### config.mk
export PLATFORM = sky130hd
export DESIGN_NAME = number_lock_param_flat
export DESIGN_NICKNAME = d
export VERILOG_FILES = /design/src/rtl/number_lock_param_if.sv /design/src/rtl/number_lock_param.sv /design/src/flat_wrapper.sv
export SDC_FILE = /design/constraint.sdc
export NUM_CORES = 1
export LEC_CHECK = 0
export CAP_MARGIN = 10
export CELL_PAD_IN_SITES_DETAIL_PLACEMENT = 1
export CELL_PAD_IN_SITES_GLOBAL_PLACEMENT = 1
export CORE_UTILIZATION = 44
export DETAILED_ROUTE_END_ITERATION = 10
export PLACE_DENSITY_LB_ADDON = 0.1
export SETUP_SLACK_MARGIN = 0.05
export SLEW_MARGIN = 40
export SYNTH_ARGS = -nofsm -noshare
export SYNTH_HDL_FRONTEND = slang
export SYNTH_SLANG_ARGS = --single-unit
### constraint.sdc
create_clock -name sysclk -period 3.2 [get_ports sysclk]
set_input_delay 0.8 -clock sysclk [delete_from_list [all_inputs] [get_ports sysclk]]
set_output_delay 0.8 -clock sysclk [all_outputs]
set_load 0.01 [all_outputs]
### src/rtl/number_lock_param_if.sv
// Button inputs and lock status outputs of the number lock.
// The master side drives the buttons and observes the lock status.
interface number_lock_param_if #(
  parameter int PW = 3,
  parameter int FW = 2
);
  logic          u;
  logic          z;
  logic [2:0]    state;
  logic [PW-1:0] progress;
  logic [FW-1:0] fail_count;
  logic          unlock;
  logic          locked_out;

  modport master (output u, z, input state, progress, fail_count, unlock, locked_out);
  modport slave  (input u, z, output state, progress, fail_count, unlock, locked_out);
endinterface

### src/rtl/number_lock_param.sv
// Parametrised push-button code lock.
// Adds retry counting with lockout, an entry inactivity timeout and a timed unlock pulse.
module number_lock_param #(
  parameter int                  CODE_LEN       = 4,
  parameter logic [CODE_LEN-1:0] CODE           = 4'b1011,
  parameter int                  MAX_TRIES      = 3,
  parameter int                  OPEN_CYCLES    = 8,
  parameter int                  LOCKOUT_CYCLES = 16,
  parameter int                  ENTRY_TIMEOUT  = 32
)(
  input  logic              sysclk,
  input  logic              reset,
  number_lock_param_if.slave bus
);
  localparam int PW   = $clog2(CODE_LEN + 1);
  localparam int FW   = $clog2(MAX_TRIES + 1);
  localparam int IW   = $clog2(CODE_LEN);
  localparam int TM0  = (OPEN_CYCLES > LOCKOUT_CYCLES) ? OPEN_CYCLES : LOCKOUT_CYCLES;
  localparam int TMAX = (TM0 > ENTRY_TIMEOUT) ? TM0 : ENTRY_TIMEOUT;
  localparam int TW   = (TMAX > 1) ? $clog2(TMAX) : 1;

  typedef enum logic [2:0] {
    IDLE    = 3'd0,
    ENTRY   = 3'd1,
    OPEN    = 3'd2,
    BAD     = 3'd3,
    LOCKOUT = 3'd4
  } state_t;

  state_t        st;
  logic [PW-1:0] progress;
  logic [FW-1:0] fail_count;
  logic [TW-1:0] timer;
  logic          unlock, locked_out;
  logic          u_q, z_q;

  logic          pu, pz, press, v1, v0, exp_bit, correct;
  logic [FW-1:0] fail_inc;

  // A press that is not a clean single-button rise never matches a digit.
  always_comb begin
    pu       = bus.u & ~u_q;
    pz       = bus.z & ~z_q;
    press    = pu | pz;
    v1       = pu & ~bus.z;
    v0       = pz & ~bus.u;
    exp_bit  = CODE[IW'(CODE_LEN - 1) - IW'(progress)];
    correct  = exp_bit ? v1 : v0;
    fail_inc = (fail_count == FW'(MAX_TRIES)) ? fail_count : fail_count + FW'(1);
  end

  always_ff @(posedge sysclk) begin
    if (!reset) begin
      st         <= IDLE;
      progress   <= '0;
      fail_count <= '0;
      timer      <= '0;
      unlock     <= 1'b0;
      locked_out <= 1'b0;
      u_q        <= 1'b1;
      z_q        <= 1'b1;
    end else begin
      u_q        <= bus.u;
      z_q        <= bus.z;
      unlock     <= 1'b0;
      locked_out <= 1'b0;
      case (st)
        IDLE, ENTRY: begin
          if (press && correct) begin
            timer <= '0;
            if (progress == PW'(CODE_LEN - 1)) begin
              st         <= OPEN;
              progress   <= '0;
              fail_count <= '0;
              unlock     <= 1'b1;
            end else begin
              st       <= ENTRY;
              progress <= progress + PW'(1);
            end
          end else if (press || (st == ENTRY && timer == TW'(ENTRY_TIMEOUT - 1))) begin
            st         <= BAD;
            progress   <= '0;
            fail_count <= fail_inc;
          end else if (st == ENTRY) begin
            timer <= timer + TW'(1);
          end
        end
        OPEN: begin
          if (timer == TW'(OPEN_CYCLES - 1)) begin
            st <= IDLE;
          end else begin
            timer  <= timer + TW'(1);
            unlock <= 1'b1;
          end
        end
        BAD: begin
          if (fail_count == FW'(MAX_TRIES)) begin
            st         <= LOCKOUT;
            timer      <= '0;
            locked_out <= 1'b1;
          end else if (!bus.u && !bus.z) begin
            st <= IDLE;
          end
        end
        LOCKOUT: begin
          if (timer == TW'(LOCKOUT_CYCLES - 1)) begin
            st         <= IDLE;
            fail_count <= '0;
          end else begin
            timer      <= timer + TW'(1);
            locked_out <= 1'b1;
          end
        end
        default: begin
          st       <= IDLE;
          progress <= '0;
        end
      endcase
    end
  end

  assign bus.state      = st;
  assign bus.progress   = progress;
  assign bus.fail_count = fail_count;
  assign bus.unlock     = unlock;
  assign bus.locked_out = locked_out;
endmodule

### src/flat_wrapper.sv
// flat-port wrapper written by rule: the top's interface ports become plain ports
module number_lock_param_flat 
#(
  parameter int                  CODE_LEN       = 4,
  parameter logic [CODE_LEN-1:0] CODE           = 4'b1011,
  parameter int                  MAX_TRIES      = 3,
  parameter int                  OPEN_CYCLES    = 8,
  parameter int                  LOCKOUT_CYCLES = 16,
  parameter int                  ENTRY_TIMEOUT  = 32
)
  (sysclk, reset, bus_u, bus_z, bus_state, bus_progress, bus_fail_count, bus_unlock, bus_locked_out);
  number_lock_param_if bus_i ();
  input  logic sysclk;
  input  logic reset;
  input wire logic [$bits(bus_i.u)-1:0] bus_u;
  input wire logic [$bits(bus_i.z)-1:0] bus_z;
  output wire logic [$bits(bus_i.state)-1:0] bus_state;
  output wire logic [$bits(bus_i.progress)-1:0] bus_progress;
  output wire logic [$bits(bus_i.fail_count)-1:0] bus_fail_count;
  output wire logic [$bits(bus_i.unlock)-1:0] bus_unlock;
  output wire logic [$bits(bus_i.locked_out)-1:0] bus_locked_out;
  assign bus_i.u = bus_u;
  assign bus_i.z = bus_z;
  assign bus_state = bus_i.state;
  assign bus_progress = bus_i.progress;
  assign bus_fail_count = bus_i.fail_count;
  assign bus_unlock = bus_i.unlock;
  assign bus_locked_out = bus_i.locked_out;
  number_lock_param #(.CODE_LEN(CODE_LEN), .CODE(CODE), .MAX_TRIES(MAX_TRIES), .OPEN_CYCLES(OPEN_CYCLES), .LOCKOUT_CYCLES(LOCKOUT_CYCLES), .ENTRY_TIMEOUT(ENTRY_TIMEOUT)) u_core (.sysclk(sysclk), .reset(reset), .bus(bus_i));
endmodule
=== Word-level counts from Yosys, hierarchy flattened ===
Index checks and enable logic that the tools add are counted.

* Register bits after elaboration: 17
* Input port bits: 4
* Output and inout port bits: 10

* Add/subtract/negate cells: 4
* Order comparisons: 1
* Eq/ne operators: 20
* Multiplexer cells: 35
* Bitwise gates (word level): 10
* Reductions and logical operators: 15

{| class="wikitable"
|+ Operators with widths
! kind !! count
|-
| $mux 5 || 6
|-
| $mux 3 || 9
|-
| $pmux 5 s4 || 1
|-
| $mux 2 || 6
|-
| $pmux 3 s4 || 1
|-
| $eq 3x2->1 const B || 3
|-
| $ne 3x1->1 const B || 3
|-
| $mux 1 || 7
|-
| $ne 2x1->1 const B || 3
|-
| $ne 3x3->1 const B || 2
|-
| $pmux 3 s2 || 1
|-
| $reduce_and 6->1 || 1
|-
| $add 5x1->5 const B || 1
|-
| $eq 5x3->1 const B || 1
|-
| $eq 5x4->1 const B || 1
|-
| $eq 5x5->1 const B || 1
|-
| $not 1->1 || 5
|-
| $reduce_and 5->1 || 1
|-
| $and 1x1->1 || 4
|-
| $ne 2x2->1 const B || 2
|-
| $pmux 1 s2 || 2
|-
| $pmux 2 s2 || 1
|-
| $reduce_and 4->1 || 1
|-
| $reduce_bool 4->1 || 1
|-
| 18 further kinds || 21
|}

=== Longest topological paths before layout ===
* Word-level depth: 7
* Mapped depth: 8

=== Worst setup path before layout ===
Ideal clock, no wire load.

* Kind: input to register
* Start point: input bus_z
* End point: register u_core.fail_count[1] (netlist: u_core.bus.fail_count[1])
* Arrival: 2007 ps
* Data required time: 3128 ps
* Setup slack: 1121 ps
* Stages: 6
* Buffers on the path: 1
* Cells stage by stage: and4bb_1 -> or2_1 -> buf_6 -> or3_4 -> a21oi_4 -> mux2i_1

* Cells in the longest elaborated chain, start to end: 6

{| class="wikitable"
|+ RTL lines
! element !! RTL line !! text
|-
| from (decl) || flat_wrapper.sv:16 || <nowiki>input wire logic [$bits(bus_i.z)-1:0] bus_z;</nowiki>
|-
| $and 1x1->1 or $not 1->1 (tied branches) || number_lock_param.sv:43, number_lock_param.sv:45 ||
|-
| $and 1x1->1, on equally long branches || number_lock_param.sv:46, number_lock_param.sv:45 ||
|-
| $mux 1 || number_lock_param.sv:48 || <nowiki>correct = exp_bit ? v1 : v0;</nowiki>
|-
| $logic_and 1x1->1 || number_lock_param.sv:69 || <nowiki>if (press && correct) begin</nowiki>
|-
| $ne 3x3->1 (no source line) (tied with other cells) || -- ||
|-
| $reduce_and 5->1 (no source line) or $pmux 2 s2 (tied branches) || -- ||
|-
| to (signal assigned) || number_lock_param.sv:83 || <nowiki>fail_count <= fail_inc;</nowiki>
|-
| to (decl) || number_lock_param.sv:32 || <nowiki>logic [FW-1:0] fail_count;</nowiki>
|}

Parallel ways exist; a longest one is shown, timed or not.
A chain may end at the register's enable or synchronous reset.

=== Worst setup path after layout ===
* Start point: input bus_u
* End point: register u_core.timer[3]

* Cells in the longest elaborated chain, start to end: 6

{| class="wikitable"
|+ RTL lines
! element !! RTL line !! text
|-
| from (decl) || flat_wrapper.sv:15 || <nowiki>input wire logic [$bits(bus_i.u)-1:0] bus_u;</nowiki>
|-
| $and 1x1->1 or $not 1->1 (tied branches) || number_lock_param.sv:42, number_lock_param.sv:46 ||
|-
| $and 1x1->1, on equally long branches || number_lock_param.sv:45, number_lock_param.sv:46 ||
|-
| $mux 1 || number_lock_param.sv:48 ||
|-
| $logic_and 1x1->1 || number_lock_param.sv:69 ||
|-
| $ne 3x1->1 (no source line) (tied with other cells) || -- ||
|-
| $reduce_and 6->1 (no source line) or $pmux 5 s4 (tied branches) || -- ||
|-
| to (signal assigned) || number_lock_param.sv:85 || <nowiki>timer <= timer + TW'(1);</nowiki>
|-
| to (signal assigned) || number_lock_param.sv:92 || <nowiki>timer <= timer + TW'(1);</nowiki>
|-
| to (signal assigned) || number_lock_param.sv:110 || <nowiki>timer <= timer + TW'(1);</nowiki>
|-
| to (decl) || number_lock_param.sv:33 || <nowiki>logic [TW-1:0] timer;</nowiki>
|}

Parallel ways exist; a longest one is shown, timed or not.

==> results_tabular.tex <==
\begin{tabular}{lr}
\hline
Metric & Value \\
\hline
\multicolumn{2}{l}{\textbf{Outcome}} \\
\quad Result of the run & finished clean \\
\multicolumn{2}{l}{\textbf{Logic synthesis}} \\
\quad Leading area contributor after synthesis & sky130\_fd\_sc\_hd\_\_dfxtp\_1 \\
\quad Most frequently used flop master after synthesis & sky130\_fd\_sc\_hd\_\_dfxtp\_1 \\
\quad Async SR Flop Fraction & 0\% \\
\quad Mapped Nets & 127 \\
\quad Synth Instances & 117 \\
\quad Post-synth top area share & 32.0\% \\
\quad Average cell area after synthesis & 9.08 µm² \\
\quad EDFF count, synth & 0 \\
\quad Most frequent cells after synthesis & sky130\_fd\_sc\_hd\_\_dfxtp\_1, sky130\_fd\_sc\_hd\_\_nand2\_1, sky130\_fd\_sc\_hd\_\_nand2b\_1 \\
\quad Number of register bits inferred by synthesis & 17 \\
\quad Sequential cell area fraction in the yosys report & 32.0\% \\
\quad Count of warnings emitted by yosys & 0 \\
\quad Biggest area contributors in the synthesized netlist & sky130\_fd\_sc\_hd\_\_dfxtp\_1, sky130\_fd\_sc\_hd\_\_ha\_1, sky130\_fd\_sc\_hd\_\_nand2b\_1 \\
\quad Unique cell type count in the Yosys netlist & 40 \\
\quad Post-Syn Area & 1060 µm² \\
\quad Count leader, synth & sky130\_fd\_sc\_hd\_\_dfxtp\_1 \\
\multicolumn{2}{l}{\textbf{Route}} \\
\quad Pre-Repair DR Iteration Count & 3 \\
\quad Vias & 883 \\
\quad Wire length per cell & 14.0 µm \\
\quad DRC & 0 \\
\quad Routed Antenna Nets & 0 \\
\quad Initial detailed-routing violation count & 10 \\
\quad Post-DR vias/cell & 5.62 \\
\quad Detailed-route wire length & 2200 µm \\
\multicolumn{2}{l}{\textbf{Die}} \\
\quad Core region area & 2230 µm² \\
\quad FP Rows & 17 \\
\quad Horizontal extent of the die & 51.1 µm \\
\quad Height of the die & 51.1 µm \\
\quad Area enclosed by the die boundary & 2610 µm² \\
\quad Ports & 14 \\
\quad Initial core utilization & 47.6\% \\
\multicolumn{2}{l}{\textbf{Timing}} \\
\quad Setup repair after global routing missed its margin & false \\
\quad Final clock skew & 0.00291 ns \\
\quad Minimum hold slack & 0.512 ns \\
\quad Worst rel slew slack & 52.6\% \\
\quad Setup violators final & 0 \\
\quad Final cycle utilization of the critical path & 76.8\% \\
\quad Setup tns final & 0 ns \\
\quad Slew Viols, Final & 0 \\
\quad Final Hold Vio Count & 0 \\
\quad Final worst slack & 0.741 ns \\
\quad Tightest Pin Transition & 0.709 ns \\
\quad Highest clock rate & 0.407 GHz \\
\quad Period minus WS final & 2.46 ns \\
\multicolumn{2}{l}{\textbf{Cells and area}} \\
\quad Layout cells sized above 1 & 8.53\% \\
\quad Growth of design area from synthesis to finish & 15.0\% \\
\quad Final instance area & 1220 µm² \\
\quad ANT cells & 0 \\
\quad Number of nets in the final layout & 140 \\
\multicolumn{2}{l}{\textbf{CTS}} \\
\quad Hold-fix buffers, CTS & 0 \\
\quad Worst-case clock buffer depth & 2 \\
\quad Master cell of the clock root buffer & sky130\_fd\_sc\_hd\_\_clkbuf\_4 \\
\quad Clock sinks & 17 \\
\quad TritonCTS clock tree & done \\
\quad H-tree lvl count & 1 \\
\quad Number of buffers created by CTS & 3 \\
\quad Total of cells resized after clock tree synthesis & 0 \\
\quad Number of setup buffers added after CTS & 0 \\
\quad Clock latency reported for the late side of the worst-skew pair & 0.29 ns \\
\quad Clock slew seen by the registers of the worst setup and hold paths & 0.10 ns \\
\multicolumn{2}{l}{\textbf{Worst setup path}} \\
\quad Worst Reg-to-Reg Cells & 8 \\
\quad Worst Setup Path Type & input port to flip-flop \\
\quad Reg2reg end & u\_core.timer[3] \\
\quad Register-to-register setup slack & 0.92 ns \\
\quad CP Capture Type & flip-flop \\
\quad Worst path slowest cell & sky130\_fd\_sc\_hd\_\_clkdlybuf4s50\_1 \\
\quad Delay contributed by the slowest stage of the critical path & 0.52 ns \\
\quad Launching element type of the critical path & input port \\
\quad Launching point of the worst reg2reg path & u\_core.timer[0] \\
\quad CP Data Required Time & 3.39 ns \\
\quad Worst path arrival time & 2.65 ns \\
\quad Maximum fanout count along the critical path & 8 \\
\quad Cells along the critical path & clkdlybuf4s50\_1, and4bb\_1, or2\_1, o311ai\_4, nand2b\_1, o32ai\_1 \\
\multicolumn{2}{l}{\textbf{Global route}} \\
\quad Global-route usage over all layers & 21.2\% \\
\quad Vias in the first global route & 921 \\
\quad First-pass GRT wire length & 4190 µm \\
\quad Total congestion overflow & 0 \\
\quad Largest net degree at the start of global routing & 24 \\
\quad Initial antenna violation count & 0 \\
\multicolumn{2}{l}{\textbf{Power and ir drop}} \\
\quad Lkg Pwr & 0.444 nW \\
\quad Power per unit of standard cell area & 367 nW/µm² \\
\quad Peak ir drop on the vdd network & 0.213 mV \\
\multicolumn{2}{l}{\textbf{Flow run}} \\
\quad Number of maximum-capacitance constraint violations & 0 \\
\multicolumn{2}{l}{\textbf{Hold path}} \\
\quad Hold Path Stages & 2 \\
\quad Hold endpoint & u\_core.timer[4] \\
\quad Beginning of the worst hold path & u\_core.timer[4] \\
\quad Classification of the worst-slack hold path & flip-flop to flip-flop \\
\multicolumn{2}{l}{\textbf{Placement}} \\
\quad Dpl ws & 0.449 ns \\
\quad Instance area at placement & 1190 µm² \\
\quad Count of port buffers added during placement & 13 \\
\quad Post-detail-place hpwl & 1680 µm \\
\quad Weighted congestion reported at the end of routability-driven placement & 0.802 \\
\hline
\end{tabular}
layer usage:
metal  global-route usage (%)  vias to the layer above  routed length, µm
met5                        0                        -                  0
met4                     8.33                        0                 29
met3                     2.68                        4                 46
met2                     34.4                       10               1000
met1                     28.2                      426               1120
li1                         -                      443                  -
area by class of cell:
type	count	area, µm²
inverter	4	15.0
fill	275	1010
timing repair buffer	14	138
sequential	17	340
tap	28	35.0
multi-input combinational	90	666
clock buffer	3	22.5
clock inverter	1	5.00
per-stage QoR:
stage               power, mW  util (%)  instances
global route            0.477      54.7        157
finish                  0.449      54.7        157
floorplan               0.308         -        117
detailed placement      0.339      53.4        153
global placement        0.335      53.4        153
CTS                     0.455      54.7        157
cells in the final DEF (no fill, tap or decap), drive strengths merged, types with 3 or more instances in the layout:
cell	netlist	routed
ha	6	6
nand3b	3	3
nand2	9	9
nand2b	9	9
o22ai	3	3
or2	3	3
a21oi	4	4
dfxtp	17	17
and3	4	4
o21a	3	3
clkbuf	4	3
nor2	5	5
nand3	7	7
mux2i	4	4
clkdlybuf4s50	0	13
nor2b	5	5
inv	4	4
o21ai	3	3
power breakdown:
group	switching [mW]	total, mW	internal [mW]
Combinational	0.0433	0.0940	0.0507
Sequential	0.0164	0.239	0.222
Clock	0.0694	0.116	0.0465
kinds of logic after synthesis:
family | share of synthesized area, %
and+or+nand+nor | 33.1
AOI/OAI and AO/OA | 17.9
DFF | 32.0
buffers and inverters | 5.30
adders and majority gates | 7.07
muxes | 3.77
xor gates and xnor gates | 0.825
worst max-delay path: cells and delay by family:
kind            cells  cell delay (ns)
buf+inv             1             0.52
simple gates        3             0.76
compound gates      2             0.56
state kept, by name, indices dropped and copies added, names as in the netlist:
name / flops
u_core.timer: 5
u_core.bus.progress: 3
u_core.bus.state: 3
u_core.bus.fail_count: 2
u_core.bus.locked_out: 1
u_core.bus.unlock: 1
u_core.u_q: 1
u_core.z_q: 1
worst max path at each step:
stage / end / start / cells after the start / slack (ns)
floorplan: u_core.bus.fail_count[1] / bus_z / 6 / 1.12
global placement: u_core.timer[3] / bus_u / 6 / 0.53
detailed placement: u_core.timer[3] / bus_u / 6 / 0.45
CTS: u_core.timer[3] / bus_u / 6 / 0.77
global route: u_core.timer[3] / bus_u / 6 / 0.64
finish: u_core.timer[3] / bus_u / 6 / 0.74
(Power assumes the default switching activity.)
